[src/rtl/adc_capture_ctrl.sv]
// Run-level sequencer for the ADC packetizer: frame scheduling, beat/frame counting, stall watchdog.
// Optional macro ADC_CAPTURE_EXT_TRIG_EN makes WAIT_TRIG wait for a rising edge of trig_i.
//
// state      | meaning
// -----------+----------------------------------------------------------
// IDLE       | no run; waiting for start_i
// ARM        | configuration latched, one settling cycle
// WAIT_TRIG  | waiting for trigger condition before the next frame
// CAPTURE    | capture_en_o high, watching for frame end / stall / abort
// GAP        | programmed idle cycles between frames
// DONE       | one-cycle done_o pulse, then back to IDLE
module adc_capture_ctrl #(
   parameter int unsigned TIMEOUT_CYCLES = 1_000_000,
   parameter int unsigned GAP_WIDTH      = 16
) (
   input  logic                 clk_i,
   input  logic                 reset_i,
   input  logic                 start_i,
   input  logic                 abort_i,
   input  logic [31:0]          frame_len_i,
   input  logic [15:0]          num_frames_i,
   input  logic [GAP_WIDTH-1:0] gap_cycles_i,
   input  logic                 trig_i,
   input  logic                 s_tvalid_i,
   input  logic                 s_tready_i,
   input  logic                 s_tlast_i,
   output logic                 capture_en_o,
   output logic [31:0]          length_o,
   output logic                 busy_o,
   output logic                 done_o,
   output logic                 timeout_o,
   output logic                 aborted_o,
   output logic [15:0]          frame_cnt_o,
   output logic [31:0]          beat_cnt_o
);

   localparam int unsigned WD_W = (TIMEOUT_CYCLES > 1) ? $clog2(TIMEOUT_CYCLES + 1) : 1;
   localparam logic [WD_W-1:0] WD_LOAD = WD_W'(TIMEOUT_CYCLES);

   typedef enum logic [2:0] {
      ST_IDLE,
      ST_ARM,
      ST_WAIT_TRIG,
      ST_CAPTURE,
      ST_GAP,
      ST_DONE
   } state_t;

   state_t               state_q, state_d;
   logic [31:0]          length_q, length_d;
   logic [15:0]          num_frames_q, num_frames_d;
   logic [GAP_WIDTH-1:0] gap_q, gap_d;
   logic [GAP_WIDTH-1:0] gap_cnt_q, gap_cnt_d;
   logic [WD_W-1:0]      wd_cnt_q, wd_cnt_d;
   logic                 capture_en_q, capture_en_d;
   logic                 busy_q, busy_d;
   logic                 done_q, done_d;
   logic                 timeout_q, timeout_d;
   logic                 aborted_q, aborted_d;
   logic [15:0]          frame_cnt_q, frame_cnt_d;
   logic [31:0]          beat_cnt_q, beat_cnt_d;

   logic                 beat;
   logic                 frame_end;
   logic [15:0]          frame_inc;
   logic                 trig_ok;
   logic                 wd_fire;

   assign beat      = s_tvalid_i & s_tready_i;
   assign frame_end = beat & s_tlast_i;
   assign frame_inc = (frame_cnt_q == 16'hFFFF) ? frame_cnt_q : frame_cnt_q + 16'd1;
   assign wd_fire   = (TIMEOUT_CYCLES != 0) && (wd_cnt_q == WD_W'(1));

`ifdef ADC_CAPTURE_EXT_TRIG_EN
   logic trig_q;

   always_ff @(posedge clk_i) begin
      if (reset_i) trig_q <= 1'b0;
      else         trig_q <= trig_i;
   end

   assign trig_ok = trig_i & ~trig_q;
`else
   logic unused_trig;

   assign unused_trig = trig_i;
   assign trig_ok     = 1'b1;
`endif

   always_comb begin
      state_d      = state_q;
      length_d     = length_q;
      num_frames_d = num_frames_q;
      gap_d        = gap_q;
      timeout_d    = timeout_q;
      aborted_d    = aborted_q;
      frame_cnt_d  = frame_cnt_q;
      beat_cnt_d   = (busy_q && beat) ? beat_cnt_q + 32'd1 : beat_cnt_q;

      unique case (state_q)
         ST_IDLE: begin
            if (start_i) begin
               state_d      = ST_ARM;
               length_d     = frame_len_i;
               num_frames_d = num_frames_i;
               gap_d        = gap_cycles_i;
               frame_cnt_d  = 16'd0;
               beat_cnt_d   = 32'd0;
               timeout_d    = 1'b0;
               aborted_d    = 1'b0;
            end
         end
         ST_ARM: begin
            if (abort_i) begin
               state_d   = ST_DONE;
               aborted_d = 1'b1;
            end else begin
               state_d = ST_WAIT_TRIG;
            end
         end
         ST_WAIT_TRIG: begin
            if (abort_i) begin
               state_d   = ST_DONE;
               aborted_d = 1'b1;
            end else if (trig_ok) begin
               state_d = ST_CAPTURE;
            end
         end
         ST_CAPTURE: begin
            // A frame end coincident with abort is still counted; abort decides the next state.
            if (frame_end) frame_cnt_d = frame_inc;
            if (abort_i) begin
               state_d   = ST_DONE;
               aborted_d = 1'b1;
            end else if (frame_end) begin
               if ((num_frames_q != 16'd0) && (frame_inc == num_frames_q)) state_d = ST_DONE;
               else if (gap_q == '0)                                         state_d = ST_WAIT_TRIG;
               else                                                          state_d = ST_GAP;
            end else if (!beat && wd_fire) begin
               state_d   = ST_DONE;
               timeout_d = 1'b1;
            end
         end
         ST_GAP: begin
            if (abort_i) begin
               state_d   = ST_DONE;
               aborted_d = 1'b1;
            end else if (gap_cnt_q == GAP_WIDTH'(1)) begin
               state_d = ST_WAIT_TRIG;
            end
         end
         ST_DONE: begin
            state_d = ST_IDLE;
         end
         default: begin
            state_d = ST_IDLE;
         end
      endcase

      // Down-counters reload whenever they are not actively running.
      gap_cnt_d    = (state_q == ST_GAP) ? gap_cnt_q - GAP_WIDTH'(1) : gap_q;
      wd_cnt_d     = (state_q == ST_CAPTURE && !beat) ? wd_cnt_q - WD_W'(1) : WD_LOAD;

      capture_en_d = (state_d == ST_CAPTURE);
      busy_d       = (state_d != ST_IDLE);
      done_d       = (state_d == ST_DONE);
   end

   always_ff @(posedge clk_i) begin
      if (reset_i) begin
         state_q      <= ST_IDLE;
         length_q     <= 32'd0;
         num_frames_q <= 16'd0;
         gap_q        <= '0;
         gap_cnt_q    <= '0;
         wd_cnt_q     <= WD_LOAD;
         capture_en_q <= 1'b0;
         busy_q       <= 1'b0;
         done_q       <= 1'b0;
         timeout_q    <= 1'b0;
         aborted_q    <= 1'b0;
         frame_cnt_q  <= 16'd0;
         beat_cnt_q   <= 32'd0;
      end else begin
         state_q      <= state_d;
         length_q     <= length_d;
         num_frames_q <= num_frames_d;
         gap_q        <= gap_d;
         gap_cnt_q    <= gap_cnt_d;
         wd_cnt_q     <= wd_cnt_d;
         capture_en_q <= capture_en_d;
         busy_q       <= busy_d;
         done_q       <= done_d;
         timeout_q    <= timeout_d;
         aborted_q    <= aborted_d;
         frame_cnt_q  <= frame_cnt_d;
         beat_cnt_q   <= beat_cnt_d;
      end
   end

   assign capture_en_o = capture_en_q;
   assign length_o     = length_q;
   assign busy_o       = busy_q;
   assign done_o       = done_q;
   assign timeout_o    = timeout_q;
   assign aborted_o    = aborted_q;
   assign frame_cnt_o  = frame_cnt_q;
   assign beat_cnt_o   = beat_cnt_q;

endmodule
[config.mk]
export PLATFORM = sky130hd
export DESIGN_NAME = adc_capture_ctrl
export DESIGN_NICKNAME = d
export VERILOG_FILES = /design/src/rtl/adc_capture_ctrl.sv
export SDC_FILE = /design/constraint.sdc
export NUM_CORES = 1
export LEC_CHECK = 0
export CAP_MARGIN = 20
export CORE_AREA = 2 2 226 139
export DETAILED_ROUTE_END_ITERATION = 16
export DIE_AREA = 0 0 228 141
export DONT_BUFFER_PORTS = 1
export PLACE_DENSITY = 0.43
export SLEW_MARGIN = 20
export SYNTH_ARGS = -nofsm -noshare
export SYNTH_HDL_FRONTEND = slang
export SYNTH_SLANG_ARGS = --single-unit
[constraint.sdc]
create_clock -name clk_i -period 2.4 [get_ports clk_i]
set_clock_uncertainty 0.05 [all_clocks]
set_input_delay 0.24 -clock clk_i [delete_from_list [all_inputs] [get_ports clk_i]]
set_output_delay 0.24 -clock clk_i [all_outputs]
set_load 0.02 [all_outputs]
==> metrics.txt, run 1 <==
status=finished, violations left; failing checks=negative setup slack; layout cell share with drive strength beyond 1=18.7%; Async SR Flop Fraction=0%; fin crit period=2.54 ns; crit share post-route=106%; Startpoint Class=flip-flop; TritonCTS buffer count=17; Total Routing Usage GR=14.2%; Psw=2010 uW; met1 usage=20.1%; Clock transition at path regs=0.07 ns; LEAKAGE=0.00365 uW; max-slew violation count=0; element type at the critical path end=flip-flop; setup_tns=-0.522 ns; EDFF count, synth=0; Final setup viols=5; GR peak layer=met2; Clk pwr share=41.9%; first-pass GRT wire length=36000 um; M3 GR Usage=4.35%; Vias=6648; Die H=141 um; Syn-to-layout area delta=38.2%; top achievable clock speed=393 MHz; Power Dens Cells=679 nW/um^2; predominant post-synthesis flop cell=dfxtp_1; RSZ-0062 raised after global routing=true; die area=32100 um^2; Initial Util=23.4%; Rel. slew slack=52.9%; pin count of the biggest net entering global routing=96; Yosys cell types=64; grt total ovfl=0; Fin. Hold Viols=0; CTS H-tree depth=4; setup ws final=-0.144 ns; CTS root buffer=clkbuf_16; Post-Syn Nets=962; Chip Width=228 um; Final Wtd Congestion=0.821; clock tree buffer depth=2; Pre-antenna DRT Iters=5; Hold Crit Class=input port to flip-flop; worst hold slack=0.0599 ns; DP HPWL=16200 um; fin util=32.4%; Clk Latency, worst-skew pair=0.45 ns; Comb pwr share=14.5%; grt met2 use=21.0%; WL final=22700 um; Mean Syn Cell Area=8.06 um^2; Port Buffers=0; crit path kind=flip-flop to flip-flop; register area share after synthesis=43.8%; worst path required time=2.69 ns; Sw Share=30.0%; cells after synthesis=884; internal power=4680 uW; DR WL/cell=15.5 um; I/O pin cnt=157; synthesized area=7130 um^2; Max rail drop VDD=0.000412 V; part of the power in registers=43.6%; YS warnings=0; Nets=1111; Worst-Margin Slew=0.707 ns; DRC Markers=0; number of global-route vias before repair=6420; Worst EP arrival=2.83 ns; DRT iter0 DRCs=357; FF-to-FF setup slack=-0.14 ns; antenna violations before repair=0; critical path fanouts, max=4; CORE AREA=30400 um^2; num rows=50; clock sink count=156; #FFs+latches synth=156; ant diodes=0; Vias per Instance=4.55; Pwr Total=6690 uW; CTS tree=done; Post-Place Worst Slack=-0.186 ns; antenna viol nets, final=0; max-cap violation count=0
## layer usage
layer | up-vias | share of wire [%]
met1 | 3118 | 52
met2 | 134 | 42
met3 | 17 | 5.3
met4 | 0 | 1.0
li1 | 3379 | -
met5 | - | 0
## worst max-delay path: stages (launching register included)
cell,delay (ns)
dfxtp_2,0.40
nand3_1,0.24
buf_4,0.22
o22ai_1,0.14
o21ai_0,0.13
a211o_1,0.32
nor4_4,0.38
a41o_1,0.28
nor3b_2,0.06
or2_1,0.20
## synthesized netlist by cell type (3+ instances only)
library cell	instances	share of area (%)
nor4_2	3	0.53
a311oi_1	6	0.74
xor2_1	26	3.2
and2_1	3	0.26
or3_1	14	1.2
ha_1	6	1.1
and3_1	16	1.4
nor3_1	20	1.4
a31oi_1	3	0.26
nor4_1	22	1.9
nand3_1	22	1.5
nor4b_1	3	0.37
nor2_1	90	4.7
nor3b_1	4	0.42
a211o_1	3	0.37
clkbuf_1	41	2.2
dfxtp_1	156	44
nand4b_1	3	0.37
a21oi_1	89	6.2
o21ai_0	25	1.8
nand4_1	10	0.88
nor2b_1	11	0.97
and4_1	6	0.74
a211oi_1	15	1.6
buf_2	5	0.35
xnor2_1	45	5.5
nand3b_1	3	0.32
nand2_1	176	9.3
or4_1	4	0.42
inv_1	9	0.47
## cell usage in the layout, fill, tap and decap left out, drive strengths merged, types with 3 or more instances in the layout
cell / n
nor3: 20
nand3: 22
a211oi: 15
xnor2: 45
nor2b: 11
or2: 3
nand3b: 3
xor2: 26
buf: 113
nand4b: 3
nor3b: 4
nor4b: 3
nor4: 26
a21oi: 89
a211o: 3
inv: 16
a311oi: 6
o21ai: 26
clkinv: 6
and3: 16
ha: 6
and2: 3
dlygate4sd3: 68
or4: 6
nor2: 90
and4: 6
nand2: 176
nand4: 12
clkbuf: 18
dfxtp: 156
or3: 14
a31oi: 4
## layout make-up
type                    count  area (um^2)
repair buffers            181         1590
clock buffers              18          450
fillers                  3257        20500
multi-input cells         668         3960
clock inverters            14          148
flip-flops and latches    156         3150
well taps                 416          520
inverters                   9         33.8
## timing repair
item / 4_1_cts / 5_1_grt
pin swaps: 9 / 15
hold buffers: 68 / 1
setup endpoints to repair: 7 / 8
gates resized for setup: 9 / 28
buffers inserted: 2 / 3
endpoints found under the hold margin: 98 / 4
## worst paths after layout
check                               startpoint          end  depth (start not counted)
worst max-delay path            frame_cnt_o[5]   state_q[1]                          9
worst min-delay path                   abort_i   state_q[2]                          3
worst max register to register  frame_cnt_o[5]   state_q[1]                          9
worst min register to register     wd_cnt_q[6]  wd_cnt_q[6]                          2
## power groups by stage
stage | combinational [uW] | clock (uW) | sequential, uW
after floorplan | 602 | 0 | 2940
final | 969 | 2810 | 2920
after detailed placement | 828 | 0 | 2980
after CTS | 960 | 2890 | 2920
after global routing | 1090 | 3010 | 2930
after global placement | 824 | 0 | 2980
## sequential cells by signal (all words and copies together), names as in the netlist, 3 cells and up
signal,cells
beat_cnt_o,32
frame_cnt_o,16
gap_cnt_q,16
gap_q,16
length_o,32
num_frames_q,16
state_q,3
wd_cnt_q,20
## through the flow
| stage | instance area, um^2 | instances |
|---|---|---|
| floorplan | 7240 | 884 |
| global placement | 8370 | 1358 |
| detailed placement | 8370 | 1358 |
| CTS | 9730 | 1460 |
| global route | 9850 | 1462 |
| finish | 9850 | 1462 |
## cells by family (layout without fill, tap and decap cells)
family	count (synthesis)	after routing	share of synthesized area [%]
flops	156	156	43.8
compound gates	168	168	14.3
buf+inv	60	222	3.33
xor+xnor	71	71	8.72
simple gates	421	421	28.5
fa+ha+maj	6	6	1.05
mux	2	2	0.281
Note: power is estimated with default switching activity, not from simulation.
==> run 2: changes to the inputs <==
Settings changed: PLACE_DENSITY 0.43 to not set.
Clock period 2.4 ns to 2.45 ns, I/O delays scaled along.
==> metrics.txt, run 2 (synthesized netlist as in run 1, its figures left out) <==
layout cell share with drive strength beyond 1=19.3% (+0.58 points); Layout fillers=3179 (-2.4%); Max rail drop VDD=0.000673 V (+63%); Clock transition at path regs=0.07 ns (about the same); pin count of the biggest net entering global routing=94 (-2.1%); Syn-to-layout area delta=39.0%; Fin. Hold Viols=3 (+3); Port Buffers=0 (unchanged); antenna viol nets, final=0 (unchanged); worst path cell trace=or4_4, nor4_4, or4b_4, nor4_4, o21a_1, a41o_1, nor3b_2, or2_1; most numerous cell on the critical path=nor4_4; Sw Share=29.1% (-0.95 points); DRC Markers=0 (unchanged); status=finished, violations left; Die H=141 um (unchanged); DP HPWL=15200 um (-6.2%); failing checks=negative hold slack, negative setup slack; crit path kind=flip-flop to flip-flop; RSZ-0062 raised after global routing=true; grt total ovfl=0 (unchanged); num rows=50 (unchanged); CTS tree=done; fin util=32.6% (+0.17 points); Psw=1880 uW (-6.2%); R2R depth=8 (-1); number of global-route vias before repair=6523 (+1.6%); CTS root buffer=clkbuf_16; Clk Latency, worst-skew pair=0.44 ns (about the same); Vias per Instance=4.61 (+1.5%); top achievable clock speed=396 MHz (+0.85%); antenna violations before repair=0 (unchanged); Vias=6793 (+2.2%); RR Endpoint=state_q[1]; clock tree buffer depth=2 (unchanged); element type at the critical path end=flip-flop; Hold Path Depth=2 (-1); first-pass GRT wire length=35100 um (-2.6%); internal power=4600 uW (-1.8%); Nets=1121 (+0.90%); Final Wtd Congestion=0.891 (+8.5%); setup_tns=-0.191 ns (+0.331 ns); WL final=22300 um (-2.0%); Total Routing Usage GR=13.8% (-0.42 points); max-cap violation count=0 (unchanged); I/O pin cnt=157 (unchanged); FF-to-FF setup slack=-0.07 ns (+0.07 ns); most frequent cells in the layout=175 x nand2_1, 140 x dfxtp_1, 118 x buf_4; Worst path slowest cell=or4_4; Worst-Margin Slew=0.596 ns (-0.110 ns); Hold Crit Class=input port to flip-flop; worst hold slack=-0.112 ns (-0.172 ns); CP max stage delay=0.56 ns (+0.16 ns); hold path endpoint=state_q[2]; TritonCTS buffer count=17 (unchanged); Buf/Inv on CP=0 (-1); Final setup viols=5 (unchanged); most common cell after layout, fill and taps aside=nand2_1; Worst EP arrival=2.80 ns (-0.03 ns); CP top delay family=simple AND/OR/NAND/NOR gates; die area=32100 um^2 (unchanged); Chip Width=228 um (unchanged); CORE AREA=30400 um^2 (unchanged); reg2reg start=wd_cnt_q[10]; critical path fanouts, max=2 (-2); worst path required time=2.73 ns (+0.04 ns); Rel. slew slack=60.0% (+7.1 points); Startpoint Class=flip-flop; Pre-antenna DRT Iters=4 (-1); Clk pwr share=41.6% (-0.3 points); ant diodes=0 (unchanged); CTS H-tree depth=4 (unchanged); part of the power in registers=44.0% (+0.4 points); Power Dens Cells=654 nW/um^2 (-3.6%); Hold-fix buffers, CTS=68 (unchanged); Comb pwr share=14.4% (about the same); setup ws final=-0.0726 ns (+0.0715 ns); DR WL/cell=15.1 um (-2.6%); LEAKAGE=0.00370 uW (+1.3%); Initial Util=23.4% (unchanged); DRT iter0 DRCs=402 (+13%); Hold Startpoint=abort_i; clock sink count=156 (unchanged); max-slew violation count=0 (unchanged); fin crit period=2.52 ns (-0.0215 ns); crit share post-route=103% (-3.0 points)
## run 2: how the worst max path moves through the flow
stage,startpoint,to,slack (ns),depth (start not counted)
after global placement,frame_cnt_o[0],state_q[1],-0.09,9
after global routing,frame_cnt_o[12],state_q[1],-0.19,11
after CTS,frame_cnt_o[11],state_q[1],-0.08,8
after detailed placement,frame_cnt_o[0],state_q[1],-0.12,9
after floorplan,frame_cnt_o[9],state_q[1],0.001,9
final,wd_cnt_q[10],state_q[1],-0.07,8
## run 2: area by class of cell
| cell class | instances | area, um^2 | share of cell area (%) |
|---|---|---|---|
| clock inverter | 13 | 151 | 1.53 |
| multi-input combinational | 668 | 3950 | 39.8 |
| tap | 416 | 520 | 5.25 |
| clock buffer | 19 | 433 | 4.37 |
| sequential | 156 | 3170 | 32.0 |
| inverter | 9 | 33.8 | 0.341 |
| timing repair buffer | 191 | 1650 | 16.7 |
## run 2: power by group through the flow
stage	logic, uW	registers (uW)	clock network [uW]
2_1_floorplan	590	2880	0
3_3_place_gp	772	2920	0
3_5_place_dp	790	2920	0
4_1_cts	915	2850	2770
5_1_grt	1040	2870	2900
6_report	931	2850	2700
## run 2: repair_timing
action | 4_1_cts | 5_1_grt
setup buffers | 7 | 6
pin swaps | 13 | 18
gates resized for setup | 13 | 29
endpoints found under the hold margin | 98 | 3
setup endpoints to repair | 4 | 8
## run 2: layer usage
metal	track usage (%)	routed length, um	vias up
met4	3.51	201	0
met2	21.5	9770	192
met1	18.1	10600	3201
met5	0	0	-
met3	5.14	1710	14
li1	-	-	3386
## run 2: through the flow
stage	instance area (um^2)	worst slack, ns	total power [uW]	instances
after floorplan	7230	0.00126	3470	884
after global placement	8350	-0.0867	3690	1359
after detailed placement	8350	-0.122	3710	1359
after CTS	9740	-0.0826	6540	1466
after global routing	9910	-0.194	6800	1472
final	9910	-0.0726	6480	1472
## run 2: worst reg2reg max path, cell delays in order (launching register included)
cell and delay, ns:
dfxtp_1 0.31, or4_4 0.56, nor4_4 0.17, or4b_4 0.52, nor4_4 0.21, o21a_1 0.17
a41o_1 0.15, nor3b_2 0.07, or2_1 0.20
